File: config.mk
export PLATFORM = sky130hd
export DESIGN_NAME = multicycle_ctrl_fsm
export DESIGN_NICKNAME = d
export VERILOG_FILES = /design/src/rtl/multicycle_ctrl_fsm.sv
export SDC_FILE = /design/constraint.sdc
export NUM_CORES = 1
export LEC_CHECK = 0
export BUFFER_PORTS_ARGS = -buffer_cell sky130_fd_sc_hd__buf_2
export CAP_MARGIN = 15
export CORE_ASPECT_RATIO = 0.8
export CORE_MARGIN = 1
export CORE_UTILIZATION = 45
export CTS_CLUSTER_DIAMETER = 40
export DETAILED_ROUTE_END_ITERATION = 16
export GPL_ROUTABILITY_DRIVEN = 0
export PLACE_DENSITY = 0.79
export SYNTH_ARGS = -nofsm -noshare
export SYNTH_HDL_FRONTEND = slang
export SYNTH_SLANG_ARGS = --single-unit
File: constraint.sdc
create_clock -name clk -period 2 [get_ports clk]
set_input_delay 0.1 -clock clk [delete_from_list [all_inputs] [get_ports clk]]
set_output_delay 0.1 -clock clk [all_outputs]
set_load 0.1 [all_outputs]
File: src/rtl/multicycle_ctrl_fsm.sv
// Sequencing controller for the multi-cycle RISC-V datapath: FETCH/DECODE/EXEC/MEM/WB with
// ALU function decode and a retired-instruction counter. Define ILLEGAL_TRAP_EN to trap on illegal decodes.
module multicycle_ctrl_fsm #(
    parameter logic RESET_PC_SRC = 1'b0
) (
    input  logic        clk,
    input  logic        rst_n,
    input  logic [6:0]  opcode,
    input  logic [2:0]  funct3,
    input  logic        funct7_5,
    input  logic        mem_ready,
    input  logic        branch_taken,
    output logic [4:0]  alu_func,
    output logic        mem_req,
    output logic        mem_we,
    output logic        ir_write,
    output logic        pc_write,
    output logic        pc_src,
    output logic        reg_write,
    output logic [1:0]  wb_sel,
    output logic        instr_done,
    output logic [31:0] instret,
    output logic        trap
);

    localparam logic [4:0] ALU_ADD   = 5'd0,  ALU_SUB   = 5'd1,  ALU_XOR  = 5'd2,  ALU_OR   = 5'd3;
    localparam logic [4:0] ALU_AND   = 5'd4,  ALU_ADDI  = 5'd5,  ALU_XORI = 5'd6,  ALU_ORI  = 5'd7;
    localparam logic [4:0] ALU_ANDI  = 5'd8,  ALU_LOAD  = 5'd9,  ALU_STORE = 5'd10, ALU_LUI = 5'd11;
    localparam logic [4:0] ALU_JUMP  = 5'd12, ALU_BEQ   = 5'd13, ALU_BNE  = 5'd14, ALU_BLT  = 5'd15;
    localparam logic [4:0] ALU_BGE   = 5'd16;

    localparam logic [6:0] OP_R = 7'b0110011, OP_I = 7'b0010011, OP_LOAD = 7'b0000011;
    localparam logic [6:0] OP_STORE = 7'b0100011, OP_LUI = 7'b0110111, OP_JAL = 7'b1101111;
    localparam logic [6:0] OP_BRANCH = 7'b1100011;

    typedef enum logic [2:0] {
        S_FETCH  = 3'd0,
        S_DECODE = 3'd1,
        S_EXEC   = 3'd2,
        S_MEM    = 3'd3,
        S_WB     = 3'd4
`ifdef ILLEGAL_TRAP_EN
        , S_TRAP = 3'd5
`endif
    } state_t;

    typedef enum logic [2:0] {C_ALU, C_LOAD, C_STORE, C_BRANCH, C_JAL} cls_t;

    state_t     r_state, w_next;
    cls_t       r_cls, w_cls;
    logic [4:0] r_alu_func, w_alu;
    logic [31:0] r_instret;
    logic       r_run;      // low from reset until the first clock edge after rst_n rises
    logic       w_legal;

    // NOTE: every signal driven here gets a default first, so no path can leave it unassigned and infer a latch.
    always_comb begin
        w_legal = 1'b1;
        w_cls   = C_ALU;
        w_alu   = r_alu_func;
        case (opcode)
            OP_R: begin
                case (funct3)
                    3'b000:  w_alu = funct7_5 ? ALU_SUB : ALU_ADD;
                    3'b100:  w_alu = ALU_XOR;
                    3'b110:  w_alu = ALU_OR;
                    3'b111:  w_alu = ALU_AND;
                    default: w_legal = 1'b0;
                endcase
            end
            OP_I: begin
                case (funct3)
                    3'b000:  w_alu = ALU_ADDI;
                    3'b100:  w_alu = ALU_XORI;
                    3'b110:  w_alu = ALU_ORI;
                    3'b111:  w_alu = ALU_ANDI;
                    default: w_legal = 1'b0;
                endcase
            end
            OP_LOAD:  begin w_cls = C_LOAD;  w_alu = ALU_LOAD;  end
            OP_STORE: begin w_cls = C_STORE; w_alu = ALU_STORE; end
            OP_LUI:   w_alu = ALU_LUI;
            OP_JAL:   begin w_cls = C_JAL;   w_alu = ALU_JUMP;  end
            OP_BRANCH: begin
                w_cls = C_BRANCH;
                case (funct3)
                    3'b000:  w_alu = ALU_BEQ;
                    3'b001:  w_alu = ALU_BNE;
                    3'b100:  w_alu = ALU_BLT;
                    3'b101:  w_alu = ALU_BGE;
                    default: w_legal = 1'b0;
                endcase
            end
            default: w_legal = 1'b0;
        endcase
    end

    always_comb begin
        w_next     = r_state;
        mem_req    = 1'b0;
        mem_we     = 1'b0;
        ir_write   = 1'b0;
        pc_write   = 1'b0;
        pc_src     = RESET_PC_SRC;
        reg_write  = 1'b0;
        wb_sel     = 2'd0;
        instr_done = 1'b0;
        trap       = 1'b0;
        if (r_run) begin
            case (r_state)
                S_FETCH: begin
                    mem_req = 1'b1;
                    if (mem_ready) begin
                        ir_write = 1'b1;
                        pc_write = 1'b1;
                        pc_src   = 1'b0;
                        w_next   = S_DECODE;
                    end
                end
                S_DECODE: begin
                    if (w_legal) begin
                        w_next = S_EXEC;
                    end else begin
`ifdef ILLEGAL_TRAP_EN
                        w_next = S_TRAP;
`else
                        instr_done = 1'b1;
                        w_next     = S_FETCH;
`endif
                    end
                end
                S_EXEC: begin
                    case (r_cls)
                        C_BRANCH: begin
                            pc_write   = branch_taken;
                            pc_src     = 1'b1;
                            instr_done = 1'b1;
                            w_next     = S_FETCH;
                        end
                        C_JAL: begin
                            pc_write = 1'b1;
                            pc_src   = 1'b1;
                            w_next   = S_WB;
                        end
                        C_LOAD, C_STORE: w_next = S_MEM;
                        default:         w_next = S_WB;
                    endcase
                end
                S_MEM: begin
                    mem_req = 1'b1;
                    mem_we  = (r_cls == C_STORE);
                    if (mem_ready) begin
                        instr_done = (r_cls == C_STORE);
                        w_next     = (r_cls == C_STORE) ? S_FETCH : S_WB;
                    end
                end
                S_WB: begin
                    reg_write  = 1'b1;
                    instr_done = 1'b1;
                    wb_sel     = (r_cls == C_JAL) ? 2'd2 : (r_cls == C_LOAD) ? 2'd1 : 2'd0;
                    w_next     = S_FETCH;
                end
`ifdef ILLEGAL_TRAP_EN
                S_TRAP: trap = 1'b1;
`endif
                default: w_next = S_FETCH;
            endcase
        end
    end

    // NOTE: state registers use non-blocking assignments so every flop samples pre-edge values.
    always_ff @(posedge clk or negedge rst_n) begin
        if (!rst_n) begin
            r_state    <= S_FETCH;
            r_cls      <= C_ALU;
            r_alu_func <= ALU_ADD;
            r_instret  <= 32'd0;
            r_run      <= 1'b0;
        end else begin
            r_run   <= 1'b1;
            r_state <= w_next;
            if (r_run && r_state == S_DECODE && w_legal) begin
                r_cls      <= w_cls;
                r_alu_func <= w_alu;
            end
            if (instr_done) begin
                r_instret <= r_instret + 32'd1;
            end
        end
    end

    assign alu_func = r_alu_func;
    assign instret  = r_instret;

endmodule

# Word level (Yosys, flattened, before mapping)
# Cells that the tools add are included.
dict set report op_classes {
  n_addsub 1
  eq_ne 25
  mux 39
  n_reduce_logical 14
}
# operator n
set op_table {}
lappend op_table {{5-bit case mux with 4 select lines} 3}
lappend op_table {{5-bit case mux with 7 select lines} 1}
lappend op_table {{32-bit by 1-bit adder with 32-bit output (second input constant)} 1}
lappend op_table {{3-bit case mux with 4 select lines} 2}
lappend op_table {{7-bit by 6-bit equality test with 1-bit output (second input constant)} 3}
lappend op_table {{1-bit two-way mux} 21}
lappend op_table {{3-bit equality test (second input constant)} 6}
lappend op_table {{5-bit inequality test (second input constant)} 3}
lappend op_table {{7-bit equality test (second input constant)} 2}
lappend op_table {{3-bit by 2-bit equality test with 1-bit output (second input constant)} 4}
lappend op_table {{4-bit OR reduction} 3}
lappend op_table {{3-bit by 1-bit equality test with 1-bit output (second input constant)} 3}
lappend op_table {{3-bit two-way mux} 3}
lappend op_table {{2-bit two-way mux} 4}
lappend op_table {{2-bit OR reduction} 4}
lappend op_table {{7-bit by 2-bit equality test with 1-bit output (second input constant)} 1}
lappend op_table {{7-bit by 5-bit equality test with 1-bit output (second input constant)} 1}
lappend op_table {{7-bit nonzero test} 1}
lappend op_table {{3-bit logical NOT} 2}
lappend op_table {{3-bit case mux with 2 select lines} 1}
lappend op_table {{5-bit AND reduction} 1}
lappend op_table {{2-bit inequality test (second input constant)} 2}
lappend op_table {{1-bit case mux with 2 select lines} 2}
lappend op_table {{1-bit case mux with 4 select lines} 1}
lappend op_table {{3 further kinds} 4}
dict set report word_totals {
  ff_bits 44
  input_bits 15
  out_inout_bits 47
  elab_cells 84
}

# Logic depth before layout (Yosys ltp)
dict set report logic_depth {
  word_depth 7
  mapped_depth 7
  mapped_depth_nobuf 6
}

# Least setup slack after synthesis
# No wires, ideal clock.
dict set report synth_path {
  path_type {flip-flop to output port}
  start {register r_cls[0]}
  end {output pc_write}
  t_arrival_ps 3834
  t_required_ps 1900
  path_slack_ps -1934
  path_stages_with_launch 6
  path_buffers 1
  path_cell_list {dfrtp_1 > clkbuf_1 > nor2_1 > nand2_1 > a211oi_1 > a21o_1}
}
dict set report synth_between {
  elab_chain_cells 4
  elab_cells_between_ends 5
  cone_classes {2 x eq/ne; 3 x mux}
}
# item line_no
set synth_rtl {}
lappend synth_rtl {{start: declaration} 50} ;# cls_t r_cls, w_cls;
lappend synth_rtl {{start signal: assignment} 183} ;# r_cls <= w_cls;
lappend synth_rtl {{3-bit equality test / 3-bit by 2-bit equality test with 1-bit output (equally long branches)} 133} ;# case (r_cls)
lappend synth_rtl {{1-bit case mux with 2 select lines (*)} 133}
lappend synth_rtl {{1-bit case mux with 2 select lines (*)} 110} ;# case (r_state)
lappend synth_rtl {{1-bit two-way mux (*)} 109} ;# if (r_run) begin
lappend synth_rtl {{end: declaration} 17} ;# output logic pc_write,
# Every way passes the cells marked *; elsewhere a longest branch is shown, timed or not.

# Worst setup path after layout
dict set report layout_path {
  start {register r_state[2]}
  end {output instr_done}
}
dict set report layout_between {
  elab_chain_cells 3
  elab_cells_between_ends 6
  cone_classes {4 x eq/ne; 2 x mux}
}
# item line_no
set layout_rtl {}
lappend layout_rtl {{start: declaration} 49} ;# state_t r_state, w_next;
lappend layout_rtl {{start signal: assignment} 181} ;# r_state <= w_next;
lappend layout_rtl {{3-bit equality test, or another cell as far along} 110}
lappend layout_rtl {{1-bit case mux with 4 select lines (*)} 110}
lappend layout_rtl {{1-bit two-way mux (*)} 109}
lappend layout_rtl {{end: declaration} 21} ;# output logic instr_done,
# Marked as above.

==> results.cfg <==
[status]
status = finished, final reports clean

[place]
place_inst = 424
hpwl_um = 4848
io_buffers = 60

[final_layout]
diodes = 0
fin_util = 0.6087
layout-drive-gt1-share = 0.3799
syn_to_final_growth_pct = 27.19
final_cells = 436
nets = 373

[timing]
setup_viol = 0
hold_slack_ns = 0.2015
rsz0062_at_grt = false
worst_pin_slew_ns = 0.7829
max_slew_margin = 0.4780
clock_skew_ns = 0.004659
clock.fmax_mhz = 519.4
period_needed_ns = 1.925
finalHoldViolCount = 0
fin_crit_sh = 0.9627
finalMaxSlewViolations = 0

[hold_path]
holdPathStages = 3
holdPathEnd = r_state[0]
hp-class = in -> reg
min_from = mem_ready

[route]
vias = 2487
postRouteAntennaNets = 0
vias_per_cell = 5.704
wl_per_cell_um = 15.28
dr.pass1.iters = 4
drt_iter0_drc = 127
drc = 0
wl_um = 6661

[floorplan]
die_w_um = 88.41
design.core.area_um2 = 5615
initial_core_util = 0.4786
fp.dieH_um = 71.12
rows = 24
die_area_um2 = 6287
ios = 62

[global_routing]
grt_usage = 0.2254
grt.overflow.total = 0
antenna_found_initial = 0
grt_pass1_vias = 2335
grt_pass1_wl_um = 11180
grt_start_max_net_pins = 37

[clock_tree]
clock_latency_ns = 0.29
htreeDepth = 2
cts_sinks = 44
path_clk_slew_ns = 0.08
cts_tree = built
cts_max_path_buffers = 2
numCtsBuffers = 5
clockRootBuffer = clkbuf_8

[logic_synthesis]
synth_fp_nets = 303
ys_seq_elements = 44
synth_area_per_cell_um2 = 9.364
netlist_area_um2 = 2688
synthCells = 287
netlist.top_cell.by_area = dfrtp_1
ys_top_cells_by_area = dfrtp_1, xnor2_1, nand4_1
synth.top_cell.area_share = 0.4097
async_reset_ff_frac = 1.000
synth_edf_count = 0
yosys.cell_count.top_type = dfrtp_1
ys_seq_area_frac = 0.4097
yosys_most_used_dff = dfrtp_1
yosys_warnings = 0
yosysUniqueCellTypes = 48
synth_common_cells = dfrtp_1, xnor2_1, nand4_1

[setup_path]
r2r_slack_ns = 0.13
crit_slowest_cell = dfrtp_2
r2r_cells = 7
r2r-start = r_state[1]
cpPeakStageDelay_ns = 0.46
cp-end-kind = primary output
path_cells = and4bb_2 > o21ai_0 > o311ai_4 > nand3_2 > inv_1 > buf_12
critical_path_buf_inv_count = 2
crit_fanout = 6
crit_family = simple AND/OR/NAND/NOR gates
startpoint_type = register
cp.arrival_ns = 1.83
r2r-end = instret[21]
path_class = reg -> out
cp_data_required_time_ns = 1.90

[power_and_ir_drop]
cellLeakagePower_nw = 1.521
vdd_drop_max_mv = 0.4270
powerDensity_nw_per_um2 = 754.1

[flow_run]
drv_cap = 0
-- cell type report --
type,count,area (um^2)
multi-input combinational,221,1551
fill,481,2197
inverter,6,22.52
sequential,44,1139
timing repair buffer,79,523.0
clock inverter,2,12.51
clock buffer,6,72.57
tap,78,97.59
-- per-layer routing --
metal,share of wire,global-route usage,vias up
li1,-,-,1189
met1,0.47,0.3448,1197
met2,0.46,0.3265,95
met3,0.067,0.04784,6
met4,0.0065,0.04839,0
met5,0,0,-
-- cells in the final DEF, fill, tap and decap left out, types with 3 or more instances in the layout --
| cell type | count |
|---|---|
| buf_4 | 17 |
| dfrtp_2 | 24 |
| clkbuf_8 | 5 |
| o21ai_0 | 12 |
| dfrtp_1 | 18 |
| nor2_1 | 12 |
| o211ai_1 | 3 |
| nand4b_1 | 3 |
| nand2b_1 | 4 |
| nor3b_1 | 3 |
| nand4_1 | 25 |
| and2_1 | 4 |
| nor2b_1 | 4 |
| nor3_1 | 9 |
| and4_1 | 7 |
| nand2_1 | 18 |
| and3b_1 | 3 |
| xnor2_1 | 31 |
| mux2_2 | 9 |
| buf_12 | 5 |
| nand3_1 | 15 |
| buf_2 | 54 |
| nand3b_1 | 3 |
| a21oi_1 | 4 |
| inv_1 | 6 |
| and3_1 | 16 |
-- registers in the layout, summed over array words and instances, names as in the netlist --
register / count
r_run: 1
instret: 32
r_state: 3
r_cls: 3
alu_func: 5
-- stage by stage --
stage | area (um^2) | TNS, ns | setup slack [ns] | total power, mW
after floorplan | 2761 | -0.5936 | -0.4075 | 1.778
after global placement | 3283 | 0 | 0.1832 | 1.997
after detailed placement | 3283 | 0 | 0.03921 | 2.020
after CTS | 3391 | 0 | 0.003882 | 2.579
after global routing | 3418 | 0 | 0.0004530 | 2.700
final | 3418 | 0 | 0.07452 | 2.578
-- kinds of logic (layout without fill, tap and decap cells) --
group	after synthesis	in the layout	synth area share
flip-flops	44	44	0.4097
AND/OR/NAND/NOR	137	137	0.3003
XOR/XNOR	33	33	0.1075
multiplexers	9	9	0.03771
other	2	2	0.002794
adder cells (fa/ha/maj)	1	1	0.004655
AO/OA/AOI/OAI	39	39	0.1015
buffers and inverters	22	93	0.03584
-- worst reg2reg max path, delay by kind of cell, from the launching register on --
kind	cells	cell delay (ns)
simple gates	3	0.56
compound gates	1	0.29
xor+xnor	1	0.13
buf+inv	2	0.31
flops	1	0.46
-- worst max path at each step --
stage               start     endpoint  slack [ns]  depth (start not counted)
6_report       r_state[2]   instr_done        0.07                          6
3_5_place_dp    opcode[2]  alu_func[3]        0.04                          6
3_3_place_gp    opcode[2]  alu_func[0]        0.18                          6
5_1_grt        r_state[1]    wb_sel[1]      0.0005                          4
4_1_cts             r_run     pc_write       0.004                          5
2_1_floorplan    r_cls[0]     pc_write       -0.41                          5
-- power breakdown --
group	switching, mW	total, mW	internal (mW)
clock network	0.304	0.549	0.244
logic	0.725	0.943	0.217
registers	0.114	1.09	0.973
total	1.14	2.58	1.43
-- timing repair --
item	4_1_cts	5_1_grt
pin swaps	1	2
setup endpoints to repair	1	4
hold buffers	1	0
buffers inserted	1	2
gates resized for setup	1	6
endpoints found under the hold margin	35	0
No activity file was read; power rests on OpenSTA's default activity.
